**src/rtl/mem_stage_ctrl_if.sv**
```systemverilog
// mem_stage_ctrl_if: pipeline-side and data-memory-side signals of the MEM-stage controller.
// Latency: none, wires only.
// Backpressure: stall towards the pipeline; mem_req held until mem_ack towards memory.
interface mem_stage_ctrl_if #(
  parameter int AW = 32,
  parameter int DW = 32
);
  // pipeline -> controller
  logic            op_valid;
  logic            is_load;
  logic            is_store;
  logic [2:0]      funct3;
  logic [AW-1:0]   addr;
  logic [DW-1:0]   st_data;
  logic            flush;
  // controller -> pipeline
  logic            stall;
  logic [DW-1:0]   ld_data;
  logic            ld_valid;
  logic            fault;
  logic [1:0]      fault_code;
  // controller <-> data memory
  logic            mem_req;
  logic            mem_we;
  logic [AW-1:0]   mem_addr;
  logic [DW/8-1:0] mem_be;
  logic [DW-1:0]   mem_wdata;
  logic            mem_ack;
  logic [DW-1:0]   mem_rdata;

  // controller view
  modport slave (
    input  op_valid, is_load, is_store, funct3, addr, st_data, flush,
    input  mem_ack, mem_rdata,
    output stall, ld_data, ld_valid, fault, fault_code,
    output mem_req, mem_we, mem_addr, mem_be, mem_wdata
  );

  // pipeline plus memory view
  modport master (
    output op_valid, is_load, is_store, funct3, addr, st_data, flush,
    output mem_ack, mem_rdata,
    input  stall, ld_data, ld_valid, fault, fault_code,
    input  mem_req, mem_we, mem_addr, mem_be, mem_wdata
  );
endinterface

```
**src/rtl/mem_stage_ctrl.sv**
```systemverilog
// mem_stage_ctrl: RISC-V MEM-stage load/store sequencer (width/alignment check, lane placement, timeout).
// Latency: accept -> mem_req next cycle; ld_valid the cycle after mem_ack; fault one cycle after its cause.
// Backpressure: stall from accept through the ack cycle; mem_req held until mem_ack, timeout or reset.
module mem_stage_ctrl #(
  parameter int AW      = 32,
  parameter int DW      = 32,
  parameter int TIMEOUT = 16
) (
  input logic             clk,
  input logic             rst,
  mem_stage_ctrl_if.slave bus
);

  localparam int BW = DW / 8;
  localparam int LW = $clog2(BW);
  // counter only has to reach TIMEOUT-1
  localparam int CW = (TIMEOUT < 2) ? 1 : $clog2(TIMEOUT);

  typedef enum logic [1:0] {IDLE, REQ, RESP} state_t;

  state_t          state_q, state_d;
  logic [CW-1:0]   cnt_q;
  logic            flush_q;
  logic            is_load_q;
  logic [2:0]      f3_q;
  logic [LW-1:0]   off_q;
  logic            we_q;
  logic [AW-1:0]   addr_q;
  logic [BW-1:0]   be_q;
  logic [DW-1:0]   wdata_q;
  logic [DW-1:0]   ld_data_q;
  logic            fault_q;
  logic [1:0]      fault_code_q;

  logic            accept, width_ok, align_ok, go_req, timeout;
  logic [LW-1:0]   off_in;
  logic [7:0]      size_mask, be_full;
  logic [DW-1:0]   wdata_lane, rd_sh, ld_ext;

  assign off_in  = bus.addr[LW-1:0];
  assign accept  = (state_q == IDLE) && bus.op_valid && (bus.is_load ^ bus.is_store) && !bus.flush;
  assign go_req  = accept && width_ok && align_ok;
  assign timeout = (state_q == REQ) && !bus.mem_ack && (cnt_q == CW'(TIMEOUT - 1));

  // legality and natural alignment of the presented access; illegal width takes precedence
  always_comb begin
    width_ok = 1'b0;
    align_ok = 1'b0;
    case (bus.funct3)
      3'b000, 3'b001, 3'b010: width_ok = 1'b1;
      3'b011:                 width_ok = (DW == 64);
      3'b100, 3'b101:         width_ok = bus.is_load;
      3'b110:                 width_ok = bus.is_load && (DW == 64);
      default:                width_ok = 1'b0;
    endcase
    case (bus.funct3[1:0])
      2'b00:   align_ok = 1'b1;
      2'b01:   align_ok = !bus.addr[0];
      2'b10:   align_ok = (bus.addr[1:0] == 2'b00);
      default: align_ok = (bus.addr[2:0] == 3'b000);
    endcase
  end

  // byte-enable mask and replicated write data for the presented access
  always_comb begin
    size_mask  = 8'h00;
    wdata_lane = bus.st_data;
    case (bus.funct3[1:0])
      2'b00: begin
        size_mask  = 8'h01;
        wdata_lane = {BW{bus.st_data[7:0]}};
      end
      2'b01: begin
        size_mask  = 8'h03;
        wdata_lane = {(DW/16){bus.st_data[15:0]}};
      end
      2'b10: begin
        size_mask  = 8'h0F;
        wdata_lane = {(DW/32){bus.st_data[31:0]}};
      end
      default: begin
        size_mask  = 8'hFF;
        wdata_lane = bus.st_data;
      end
    endcase
    be_full = size_mask << off_in;
  end

  // lane shift and sign/zero extension of the returning read data
  always_comb begin
    rd_sh  = bus.mem_rdata >> {off_q, 3'b000};
    ld_ext = rd_sh;
    case (f3_q)
      3'b000:  ld_ext = DW'($signed(rd_sh[7:0]));
      3'b001:  ld_ext = DW'($signed(rd_sh[15:0]));
      3'b010:  ld_ext = DW'($signed(rd_sh[31:0]));
      3'b100:  ld_ext = DW'(rd_sh[7:0]);
      3'b101:  ld_ext = DW'(rd_sh[15:0]);
      3'b110:  ld_ext = DW'(rd_sh[31:0]);
      default: ld_ext = rd_sh;
    endcase
  end

  // state register
  always_ff @(posedge clk or posedge rst) begin
    if (rst) state_q <= IDLE;
    else     state_q <= state_d;
  end

  // next state: a checked op moves to REQ, ack or timeout ends it, RESP lasts one cycle
  always_comb begin
    state_d = state_q;
    case (state_q)
      IDLE:    if (go_req) state_d = REQ;
      REQ: begin
        if (bus.mem_ack)  state_d = RESP;
        else if (timeout) state_d = IDLE;
      end
      RESP:    state_d = IDLE;
      default: state_d = IDLE;
    endcase
  end

  // capture the op and its lane-placed request fields on accept; held stable through REQ
  always_ff @(posedge clk or posedge rst) begin
    if (rst) begin
      is_load_q <= 1'b0;
      f3_q      <= 3'b000;
      off_q     <= '0;
      we_q      <= 1'b0;
      addr_q    <= '0;
      be_q      <= '0;
      wdata_q   <= '0;
    end else if (accept) begin
      is_load_q <= bus.is_load;
      f3_q      <= bus.funct3;
      off_q     <= off_in;
      we_q      <= bus.is_store;
      addr_q    <= {bus.addr[AW-1:LW], {LW{1'b0}}};
      be_q      <= be_full[BW-1:0];
      wdata_q   <= wdata_lane;
    end
  end

  // REQ cycle counter and flush record (flush during REQ only suppresses ld_valid)
  always_ff @(posedge clk or posedge rst) begin
    if (rst) begin
      cnt_q   <= '0;
      flush_q <= 1'b0;
    end else begin
      cnt_q <= (state_q == REQ) ? cnt_q + 1'b1 : '0;
      if (go_req)                            flush_q <= 1'b0;
      else if (state_q == REQ && bus.flush)  flush_q <= 1'b1;
    end
  end

  // load result register, written only by an ack that arrives in REQ
  always_ff @(posedge clk or posedge rst) begin
    if (rst)                                               ld_data_q <= '0;
    else if (state_q == REQ && bus.mem_ack && is_load_q)   ld_data_q <= ld_ext;
  end

  // one-cycle fault pulse; code is zero whenever no fault is signalled
  always_ff @(posedge clk or posedge rst) begin
    if (rst) begin
      fault_q      <= 1'b0;
      fault_code_q <= 2'b00;
    end else begin
      fault_q      <= 1'b0;
      fault_code_q <= 2'b00;
      if (accept && !width_ok) begin
        fault_q      <= 1'b1;
        fault_code_q <= 2'b10;
      end else if (accept && !align_ok) begin
        fault_q      <= 1'b1;
        fault_code_q <= 2'b01;
      end else if (timeout) begin
        fault_q      <= 1'b1;
        fault_code_q <= 2'b11;
      end
    end
  end

  // stall is gated by rst so an op presented during reset does not leak through
  assign bus.stall      = !rst && ((state_q == REQ) || accept);
  assign bus.mem_req    = (state_q == REQ);
  assign bus.mem_we     = we_q;
  assign bus.mem_addr   = addr_q;
  assign bus.mem_be     = be_q;
  assign bus.mem_wdata  = wdata_q;
  assign bus.ld_data    = ld_data_q;
  assign bus.ld_valid   = (state_q == RESP) && is_load_q && !flush_q && !bus.flush;
  assign bus.fault      = fault_q;
  assign bus.fault_code = fault_code_q;

endmodule

```
**src/flat_wrapper.sv**
```systemverilog
// flat-port wrapper written by rule: the top's interface ports become plain ports
module mem_stage_ctrl_flat 
#(
  parameter int AW      = 32,
  parameter int DW      = 32,
  parameter int TIMEOUT = 16
)
  (clk, rst, bus_op_valid, bus_is_load, bus_is_store, bus_funct3, bus_addr, bus_st_data, bus_flush, bus_mem_ack, bus_mem_rdata, bus_stall, bus_ld_data, bus_ld_valid, bus_fault, bus_fault_code, bus_mem_req, bus_mem_we, bus_mem_addr, bus_mem_be, bus_mem_wdata);
  mem_stage_ctrl_if #(.AW(AW), .DW(DW)) bus_i ();
  input logic clk;
  input logic rst;
  input wire logic [$bits(bus_i.op_valid)-1:0] bus_op_valid;
  input wire logic [$bits(bus_i.is_load)-1:0] bus_is_load;
  input wire logic [$bits(bus_i.is_store)-1:0] bus_is_store;
  input wire logic [$bits(bus_i.funct3)-1:0] bus_funct3;
  input wire logic [$bits(bus_i.addr)-1:0] bus_addr;
  input wire logic [$bits(bus_i.st_data)-1:0] bus_st_data;
  input wire logic [$bits(bus_i.flush)-1:0] bus_flush;
  input wire logic [$bits(bus_i.mem_ack)-1:0] bus_mem_ack;
  input wire logic [$bits(bus_i.mem_rdata)-1:0] bus_mem_rdata;
  output wire logic [$bits(bus_i.stall)-1:0] bus_stall;
  output wire logic [$bits(bus_i.ld_data)-1:0] bus_ld_data;
  output wire logic [$bits(bus_i.ld_valid)-1:0] bus_ld_valid;
  output wire logic [$bits(bus_i.fault)-1:0] bus_fault;
  output wire logic [$bits(bus_i.fault_code)-1:0] bus_fault_code;
  output wire logic [$bits(bus_i.mem_req)-1:0] bus_mem_req;
  output wire logic [$bits(bus_i.mem_we)-1:0] bus_mem_we;
  output wire logic [$bits(bus_i.mem_addr)-1:0] bus_mem_addr;
  output wire logic [$bits(bus_i.mem_be)-1:0] bus_mem_be;
  output wire logic [$bits(bus_i.mem_wdata)-1:0] bus_mem_wdata;
  assign bus_i.op_valid = bus_op_valid;
  assign bus_i.is_load = bus_is_load;
  assign bus_i.is_store = bus_is_store;
  assign bus_i.funct3 = bus_funct3;
  assign bus_i.addr = bus_addr;
  assign bus_i.st_data = bus_st_data;
  assign bus_i.flush = bus_flush;
  assign bus_i.mem_ack = bus_mem_ack;
  assign bus_i.mem_rdata = bus_mem_rdata;
  assign bus_stall = bus_i.stall;
  assign bus_ld_data = bus_i.ld_data;
  assign bus_ld_valid = bus_i.ld_valid;
  assign bus_fault = bus_i.fault;
  assign bus_fault_code = bus_i.fault_code;
  assign bus_mem_req = bus_i.mem_req;
  assign bus_mem_we = bus_i.mem_we;
  assign bus_mem_addr = bus_i.mem_addr;
  assign bus_mem_be = bus_i.mem_be;
  assign bus_mem_wdata = bus_i.mem_wdata;
  mem_stage_ctrl #(.AW(AW), .DW(DW), .TIMEOUT(TIMEOUT)) u_core (.clk(clk), .rst(rst), .bus(bus_i));
endmodule
```
**config.mk**
```make
export PLATFORM = sky130hd
export DESIGN_NAME = mem_stage_ctrl_flat
export DESIGN_NICKNAME = d
export VERILOG_FILES = /design/src/rtl/mem_stage_ctrl_if.sv /design/src/rtl/mem_stage_ctrl.sv /design/src/flat_wrapper.sv
export SDC_FILE = /design/constraint.sdc
export NUM_CORES = 1
export LEC_CHECK = 0
export ABC_AREA = 0
export BUFFER_PORTS_ARGS = -buffer_cell sky130_fd_sc_hd__buf_2
export CORE_MARGIN = 2
export CORE_UTILIZATION = 29
export DETAILED_ROUTE_END_ITERATION = 10
export SLEW_MARGIN = 10
export SYNTH_ARGS = -nofsm -noshare
export SYNTH_HDL_FRONTEND = slang
export SYNTH_SLANG_ARGS = --single-unit
```
**constraint.sdc**
```tcl
create_clock -name clk -period 3.7 [get_ports clk]
set_input_delay 0.185 -clock clk [delete_from_list [all_inputs] [get_ports clk]]
set_output_delay 0.185 -clock clk [all_outputs]
set_load 0.02 [all_outputs]
```
==> results by group <==
Clocking
  • H-tree depth: 4
  • Clock slew at reported path FFs: roughly 0.05 ns
  • Resize count post-CTS: 0
  • Worst skew pair latency: 0.41 ns
  • Setup Buffers After CTS: 0
  • CTS tree: yes
  • CTS Root Cell: clkbuf_16
  • TritonCTS buffer count: 17
  • Clk sinks: about 120
  • Max clock buf depth: 2
  • Hold Buf Count CTS: 31

Synthesis
  • Gate Count Post-Synth: ~560
  • Synth top area share: 54.59%
  • Distinct cells, synth: between 40 and 50
  • Most frequent cell after synthesis: nand2_1
  • Cell Area, Synth: between 5000 and 6000 um2
  • Synth area leaders: dfrtp_1 55%, nand2_1 12%, mux2i_1 7.8%, o21ai_0 4.0%, a21oi_1 3.8%
  • Synth Flop Type: dfrtp_1
  • Synth cell count leaders: 162 x nand2_1, 115 x dfrtp_1, 42 x o21ai_0
  • Seq/Total Area, Yosys: a little over half
  • Cell taking the most area after synthesis: dfrtp_1
  • Asr flop ratio synth: 100.0%
  • Yosys warnings: 0
  • Mean Syn Cell Area: about 9.5 um2
  • Post-synth EDFFs: 0
  • Yosys reg bits: 115

Floorplan
  • Num rows: 49
  • Die Ht: between 100 and 150 um
  • Num ports: ~210
  • Starting Density: around 30%
  • Die Area: 19270 um2
  • DIE WIDTH: roughly 140 um
  • Core Area: between 15000 and 20000 um2

Global route
  • Vias in the first global route: a little under 5000
  • Antenna violations before repair: 1
  • Global-route wire length before repair: ~26 mm
  • Largest net degree at the start of global routing: 97
  • Total congestion overflow: 0
  • GRT Overall Usage: 17.08%

Layout
  • # nets final: about 900
  • Final Instance Count excl. Fillers: 1027
  • Util after Layout: between 40 and 50%
  • Diode count: 0
  • Layout area overhead: 40.33%
  • Share of cells above drive strength 1: about 32%
  • FILL cells: ~1800
  • Multi-input gate area: between 2000 and 2500 um2
  • Reg area: ~2900 um2

Timing
  • Setup tns final: 0 ns
  • Fmax achieved: around 450 MHz
  • Min cycle time layout: around 2.2 ns
  • PnR worst setup slack: 1.463 ns
  • Final Hold Viols: 0
  • Relative slew slack: a little under a third
  • Hold_ws: roughly 0.024 ns
  • Worst clock skew: slightly above 0.008 ns
  • Final period utilization: 60.47%
  • Final-report max-slew violation count: 0
  • Slew @ Worst Pin: 1.041 ns
  • Final setup violation count: 0
  • RSZ-0062 raised after global routing: no

Drt
  • Post-route ant nets: 0
  • Number of vias per cell: between 4 and 5
  • Total number of vias: about 4800
  • WL/cell: 15.56 um
  • DRC Markers: 0
  • 1st-iter DRT viols: between 200 and 250
  • Total wire length: between 15 and 20 mm
  • DRT Pass-1 Iters: 4

Hold path
  • Worst hold path type: in -> reg

Worst setup path
  • Crit Path Class: reg -> reg
  • CP max FO: 28
  • Worst Path Required: roughly 4 ns
  • Slowest CP cell: dfrtp_1
  • Crit-path cells: mux4_2 > nand2b_1 > a21oi_2 > a22o_1
  • Crit path DAT: about 2.5 ns
  • Delay of the slowest critical-path stage: ~1.0 ns
  • Crit end category: flip-flop
  • CP startpoint kind: flip-flop

Placement
  • HPWL after DPL: about 11 mm
  • # port buffers: 210
  • Post-placement cell count: about 960
  • DP Worst Slack: between 1 and 1.5 ns
  • GP Congestion: approximately 0.80

Outcome
  • Status: finished, final reports clean

Power
  • IR Drop Worst-Case VDD: 0.3307 mV
  • Power per cell area: 672.6 nW/um2
  • Static leakage: 3.917 nW

Flow run
  • MaxCap Viol Count: 0
[layout make-up]
cell class                      instances  area share [%]
Sequential cell                       115           38.90
Multi-Input combinational cell        400           29.65
Timing Repair Buffer                  246           18.91
Clock buffer                           22           6.275
Tap cell                              229           3.873
Clock inverter                         10           2.097
Inverter                                5          0.2876
[cell families after synthesis]
group,after synthesis,synth area share [%]
flops,115,54.59
mux,49,9.708
buf+inv,42,3.892
other cells,1,0.07114
simple gates,226,17.59
xor+xnor,3,0.4985
compound gates,119,13.41
fa+ha+maj,1,0.2373
[registers in the layout, indices dropped and copies added, names as in the netlist]
name	cells
u_core.bus.fault	1
u_core.bus.fault_code	2
u_core.bus.ld_data	32
u_core.bus.mem_addr	30
u_core.bus.mem_be	4
u_core.bus.mem_wdata	32
u_core.bus.mem_we	1
u_core.cnt_q	4
u_core.f3_q	3
u_core.flush_q	1
u_core.is_load_q	1
u_core.off_q	2
u_core.state_q	2
[layer usage]
metal | wire length [um] | global-route usage, % | up-vias
met4 | 213 | 5.901 | 0
met5 | 0 | 0 | -
met3 | 1301 | 5.836 | 14
met2 | 7555 | 27.90 | 183
li1 | - | - | 2330
met1 | 6912 | 21.19 | 2258
[final timing paths]
check                                      from                       end  slack [ns]  cells past startpoint
worst max-delay path            u_core.off_q[1]     u_core.bus.ld_data[9]        1.46                      4
worst min-delay path                bus_is_load          u_core.is_load_q        0.02                      3
worst max register to register  u_core.off_q[1]     u_core.bus.ld_data[9]        1.46                      4
worst min register to register  u_core.cnt_q[0]           u_core.cnt_q[0]        0.46                      1
max in group asynchronous                   rst    u_core.bus.mem_addr[4]        2.29                      4
min in group asynchronous                   rst  u_core.bus.mem_wdata[27]        0.42                      3
[worst max-delay path: cells and delay by family, from the launching register on]
kind,cells,cell delay [ns]
multiplexers,1,0.62
flip-flops,1,1.02
AND/OR/NAND/NOR,1,0.11
AO/OA/AOI/OAI,2,0.36
[through the flow]
stage	area [um2]	total power (W)
6_report	7397	0.004976
5_1_grt	7397	0.005266
4_1_cts	7397	0.005034
3_5_place_dp	6467	0.003248
3_3_place_gp	6467	0.003229
2_1_floorplan	5275	0.002699
[cell usage in the layout (no fill, tap or decap), types with 2 or more instances in the layout]
cell type      count
a211oi_1          10
a21o_1             3
a21oi_1           40
a22o_1             7
a31oi_1            2
and2_1             3
buf_2            210
buf_4              5
bufinv_16          4
clkbuf_1           3
clkbuf_16         17
clkbuf_8           2
clkinv_2           4
clkinvlp_4         2
conb_1             2
dfrtp_1          115
dlygate4sd3_1     31
inv_1              3
mux2_2             6
mux2i_1           41
nand2_1          162
nand2b_1           2
nand3_1            4
nand4b_1           2
nor2_1            36
nor2b_1            8
nor3_1             2
o21ai_0           42
o22a_1             8
o31ai_1            2
or3_1              2
xor2_1             2
[where the power goes]
part	leakage, nW	internal, W	switching (W)
clock network	0.300	0.00116	0.000574
logic	2.15	0.000538	0.000902
registers	1.47	0.00158	0.000219
No activity file was read; power rests on OpenSTA's default activity.
